## config.mk

```make
export PLATFORM = sky130hd
export DESIGN_NAME = imem_loader
export DESIGN_NICKNAME = d
export VERILOG_FILES = /design/src/rtl/imem_loader.sv
export SDC_FILE = /design/constraint.sdc
export NUM_CORES = 1
export LEC_CHECK = 0
export ABC_AREA = 1
export CAP_MARGIN = 20
export CORE_ASPECT_RATIO = 1.1
export CORE_MARGIN = 2
export CORE_UTILIZATION = 40
export DETAILED_ROUTE_END_ITERATION = 10
export PLACE_DENSITY_LB_ADDON = 0.2
export SYNTH_ARGS = -nofsm -noshare
export SYNTH_HDL_FRONTEND = slang
export SYNTH_SLANG_ARGS = --single-unit
```

## constraint.sdc

```tcl
create_clock -name clk -period 2 [get_ports clk]
set_clock_uncertainty 0.2 [all_clocks]
set_input_delay 0.4 -clock clk [delete_from_list [all_inputs] [get_ports clk]]
set_output_delay 0.4 -clock clk [all_outputs]
set_load 0.01 [all_outputs]
```

## src/rtl/imem_loader.sv

```systemverilog
// Byte-stream instruction-memory loader: assembles little-endian 32-bit words and writes them sequentially.
// Optional running checksum output enabled by defining IMEM_LOADER_CHECKSUM_EN.
module imem_loader #(
  parameter int DEPTH = 128,
  parameter int AW    = 7
) (
  input  logic          clk,
  input  logic          reset,
  input  logic          start,
  input  logic          byte_valid,
  input  logic [7:0]    byte_data,
  input  logic          byte_last,
  output logic          byte_ready,
  output logic          imem_we,
  output logic [AW-1:0] imem_waddr,
  output logic [31:0]   imem_wdata,
  output logic          busy,
  output logic          done,
  output logic          error,
`ifdef IMEM_LOADER_CHECKSUM_EN
  output logic [31:0]   checksum,
`endif
  output logic [AW:0]   words_loaded
);

  typedef enum logic [2:0] {
    IDLE,
    LOAD,
    WRITE,
    DONE,
    ERROR
  } state_t;

  localparam logic [AW:0] DEPTH_W = (AW+1)'(DEPTH);

  state_t      state_q, state_d;
  logic [1:0]  bcnt_q, bcnt_d;
  logic [31:0] buf_q, buf_d;
  logic        last_q, last_d;
  logic [AW:0] words_q, words_d;
`ifdef IMEM_LOADER_CHECKSUM_EN
  logic [31:0] csum_q, csum_d;
`endif

  always_ff @(posedge clk) begin
    if (reset) begin
      state_q <= IDLE;
      bcnt_q  <= '0;
      buf_q   <= '0;
      last_q  <= 1'b0;
      words_q <= '0;
`ifdef IMEM_LOADER_CHECKSUM_EN
      csum_q  <= '0;
`endif
    end else begin
      state_q <= state_d;
      bcnt_q  <= bcnt_d;
      buf_q   <= buf_d;
      last_q  <= last_d;
      words_q <= words_d;
`ifdef IMEM_LOADER_CHECKSUM_EN
      csum_q  <= csum_d;
`endif
    end
  end

  always_comb begin
    state_d = state_q;
    bcnt_d  = bcnt_q;
    buf_d   = buf_q;
    last_d  = last_q;
    words_d = words_q;
`ifdef IMEM_LOADER_CHECKSUM_EN
    csum_d  = csum_q;
`endif
    case (state_q)
      IDLE, DONE, ERROR: begin
        if (start) begin
          state_d = LOAD;
          bcnt_d  = '0;
          buf_d   = '0;
          last_d  = 1'b0;
          words_d = '0;
`ifdef IMEM_LOADER_CHECKSUM_EN
          csum_d  = '0;
`endif
        end
      end
      LOAD: begin
        if (byte_valid) begin
          buf_d[8*bcnt_q +: 8] = byte_data;
          bcnt_d = bcnt_q + 2'd1;
          // A last flag on the final byte of a word is deferred to WRITE; anywhere else it aborts.
          if (bcnt_q == 2'd3) begin
            state_d = WRITE;
            last_d  = byte_last;
          end else if (byte_last) begin
            state_d = ERROR;
          end
        end
      end
      WRITE: begin
        words_d = words_q + 1'b1;
`ifdef IMEM_LOADER_CHECKSUM_EN
        csum_d  = csum_q + buf_q;
`endif
        if (last_q)
          state_d = DONE;
        else if (words_d == DEPTH_W)
          state_d = ERROR;
        else
          state_d = LOAD;
      end
      default: state_d = IDLE;
    endcase
  end

  assign byte_ready   = (state_q == LOAD);
  assign imem_we      = (state_q == WRITE);
  assign busy         = (state_q == LOAD) || (state_q == WRITE);
  assign done         = (state_q == DONE);
  assign error        = (state_q == ERROR);
  assign imem_waddr   = words_q[AW-1:0];
  assign imem_wdata   = buf_q;
  assign words_loaded = words_q;
`ifdef IMEM_LOADER_CHECKSUM_EN
  assign checksum     = csum_q;
`endif

endmodule

```

==> qor_table.md <==
| Result | Value |
| --- | --- |
| Synth area leaders | sky130_fd_sc_hd__dfxtp_1 (38%), sky130_fd_sc_hd__inv_1 (8.9%), sky130_fd_sc_hd__a21oi_1 (8.6%), sky130_fd_sc_hd__nand2_1 (6.3%), sky130_fd_sc_hd__o21ai_0 (6.1%) |
| Leading post-synthesis cells by instance count | sky130_fd_sc_hd__inv_1 (58), sky130_fd_sc_hd__dfxtp_1 (46), sky130_fd_sc_hd__a21oi_1 (42), sky130_fd_sc_hd__nand2_1 (41), sky130_fd_sc_hd__o21ai_0 (30) |
| Net count of the mapped netlist | 355 |
| Vias | 2337 |
| Max IR drop VDD | 0.000490 V |
| Proportion of power drawn by combinational gates | 0.426 |
| Clock latency on the worst-skew pair | 0.30 ns |
| Flop-to-flop setup slack | 0.14 ns |
| Element type at the critical path start | register |
| Initial cell density of the core | 0.420 |
| Violation count after the first detailed-route iteration | 117 |
| Via count of the first global-routing pass | 2171 |
| Width of the chip | 78.7 um |
| Minimum clock period after layout | 1.95 ns |
| Pin count of the biggest net entering global routing | 21 |
| Router iterations before antenna repair | 4 |
| Die Height | 86.1 um |
| I/O Pins | 65 |
| Final cell count without fillers | 487 |
| Flops & latches, synth | 46 |
| Average via count per standard cell | 4.80 |
| RSZ-0062 raised after global routing | true |
| Final nets | 429 |
| Data arrival, critical path | 1.35 ns |
| Class of the most critical hold timing path | register to register |
| Wire length of the first global-routing pass | 9.82 mm |
| Highest cell delay on the worst timing path | 0.59 ns |
| TritonCTS Buffers | 5 |
| Fraction of synthesis flops using an asynchronous set or reset pin | 0 |
| Slowest stage cell, crit path | sky130_fd_sc_hd__clkdlybuf4s50_1 |
| Switching share of power | 0.357 |
| Final worst hold slack | 0.245 ns |
| Fraction of layout cells with a size suffix above 1 | 0.159 |
| Total power per unit cell area | 914 nW/um^2 |
| Routed wirelength normalized by instance count | 12.2 um |
| Instance count after placement with tap cells included | 475 |
| Top cell type's share of synthesized area | 0.376 |
| Main synth FF type | sky130_fd_sc_hd__dfxtp_1 |
| Finish-stage setup viols | 0 |
| Relative slew slack | 0.740 |
| Area leader, netlist | sky130_fd_sc_hd__dfxtp_1 |
| GRT Resource Usage Total | 0.180 |
| Deepest clock path buffer count | 2 |
| Part of the cycle the worst path needs | 0.973 |
| Slew Limit Fails | 0 |
| Residual DRC | 0 |
| Most repeated cell in the gate-level netlist after synthesis | sky130_fd_sc_hd__inv_1 |
| Fill cell count | 567 |
| Initial antenna violation count | 0 |
| CTS Root Cell | sky130_fd_sc_hd__clkbuf_8 |
| Port-buffer cells | 64 |
| Clock transition at the register clock pins on the worst setup and hold paths after CTS | 0.09 ns |
| Layout Area Growth over Synthesis | 37.4% |
| Final routed wirelength across all metal layers | 5.93 mm |
| Internal Dissipation | 1.98 mW |
| Total number of clock tree sinks | 46 |
| Outcome | complete, no violations |
| FMAX | 0.514 GHz |
| Placer's final routability congestion estimate | 0.790 |
| Count of cell types in the netlist | 31 |
| Max capacitance violation total | 0 |
| Share of total power in sequential cells | 0.384 |
| Total global routing overflow | 0 |
| Proportion of synthesized chip area in sequential cells | 0.376 |
| Number of instances in the synthesized netlist | 335 |
| Slew @ Worst Pin | 0.389 ns |
| Count of synthesis-stage warnings from yosys | 0 |
| Category of the critical setup timing path | register to output port |
| Static power due to leakage | 1.33 nW |
| Switching Power | 1.10 mW |
| Area after detailed placement | 3200 sq um |
| Routed Antenna Nets | 0 |
| Estimated wirelength of the detail-placed design | 4.31 mm |
| Worst-path maximum fanout | 7 |
| Average instance area after synthesis | 7.32 sq um |
| CTS tree | yes |
| Die outline area | 6770 sq um |
| Data required, critical path | 1.40 ns |
| Final-layout setup total negative slack | 0 ns |
| Clock network fraction of total power | 0.190 |
| Row Count | 29 |
| List of cells traversed by the critical path | clkdlybuf4s50_1 |
| Number of synthesized flops with an enable pin | 0 |
| CTS HTree Levels | 2 |
| CP Capture Type | output port |
| Hold Violations, Final | 0 |
| Family with the most delay on the worst path | buffers and inverters |
| Crit path buffers/inverters | 1 |
| Post-Synthesis Cell Area | 2450 sq um |
| Post-route design area | 3370 sq um |
| Core Footprint | 5840 sq um |
| Antenna cell count | 0 |
[path summary, 6_finish.rpt]
check,depth (start not counted),start,endpoint
setup / recovery,1,words_loaded[3],words_loaded[3]
hold / removal,2,imem_wdata[18],imem_wdata[18]
hold reg to reg,2,imem_wdata[18],imem_wdata[18]
setup reg to reg,7,bcnt_q[0],imem_wdata[31]
[power by group through the flow]
stage,registers [mW],logic [mW],clock network [mW]
after CTS,1.18,1.26,0.597
after detailed placement,1.20,1.26,0
final,1.18,1.31,0.585
after global placement,1.19,1.24,0
after global routing,1.21,1.44,0.644
after floorplan,1.27,0.685,0
[state kept, by name, indices dropped and copies added, names as in the netlist]
name,count
imem_wdata,32
words_loaded,8
state_q,3
bcnt_q,2
last_q,1
[metal layers]
metal,global-route usage,share of wire,up-vias
li1,-,-,1235
met4,0.0638,0.011,0
met2,0.303,0.49,58
met1,0.229,0.46,1038
met3,0.0347,0.040,6
met5,0,0,-
[through the flow]
step	utilization	power, mW	setup WS, ns
3_5_place_dp	0.547	2.46	-0.0656
5_1_grt	0.577	3.30	-0.0587
4_1_cts	0.564	3.04	-0.171
6_report	0.577	3.08	0.0531
3_3_place_gp	0.547	2.44	-0.00125
2_1_floorplan	-	1.95	0.116
[worst reg2reg max path: cells and delay by family (launching register included)]
family,cells,cell delay [ns]
buf+inv,2,0.23
flops,1,0.35
compound gates,2,0.21
simple gates,2,0.46
fa+ha+maj,1,0.35
[final cells by class]
cell class                      instances  area [sq um]  area share
Multi-Input combinational cell        209          1210       0.358
Inverter                               62           238      0.0705
Sequential cell                        46           931       0.276
Clock inverter                          1          5.00     0.00148
Tap cell                               77          96.3      0.0286
Clock buffer                            7          86.3      0.0256
Timing Repair Buffer                   85           808       0.240
[cells by family after synthesis]
group / after synthesis / synth area share
compound gates: 93 / 0.226
simple gates: 109 / 0.212
buf+inv: 80 / 0.151
flops: 46 / 0.376
fa+ha+maj: 7 / 0.0357
[timing repair]
action                     in CTS  in global routing
buffers inserted                0                  4
gates cloned                    0                  0
setup endpoints to repair       8                 33
hold buffers                    0                  0
gates resized for setup         9                 17
pin swaps                       1                  3
[layout by cell type (no fill, tap or decap), drive strengths merged]
master / count
nand2: 44
inv: 62
nor3: 11
o21a: 1
clkdlybuf4s50: 59
dfxtp: 46
a211oi: 1
buf: 21
o21ai: 43
or2: 1
nand4: 6
clkbuf: 7
a22o: 1
clkinv: 1
ha: 7
nand3: 8
a31oi: 1
o21bai: 1
a21oi: 45
dlymetal6s2s: 1
nor4: 7
dlygate4sd2: 4
nor2: 32
No activity file was read; power rests on OpenSTA's default activity.
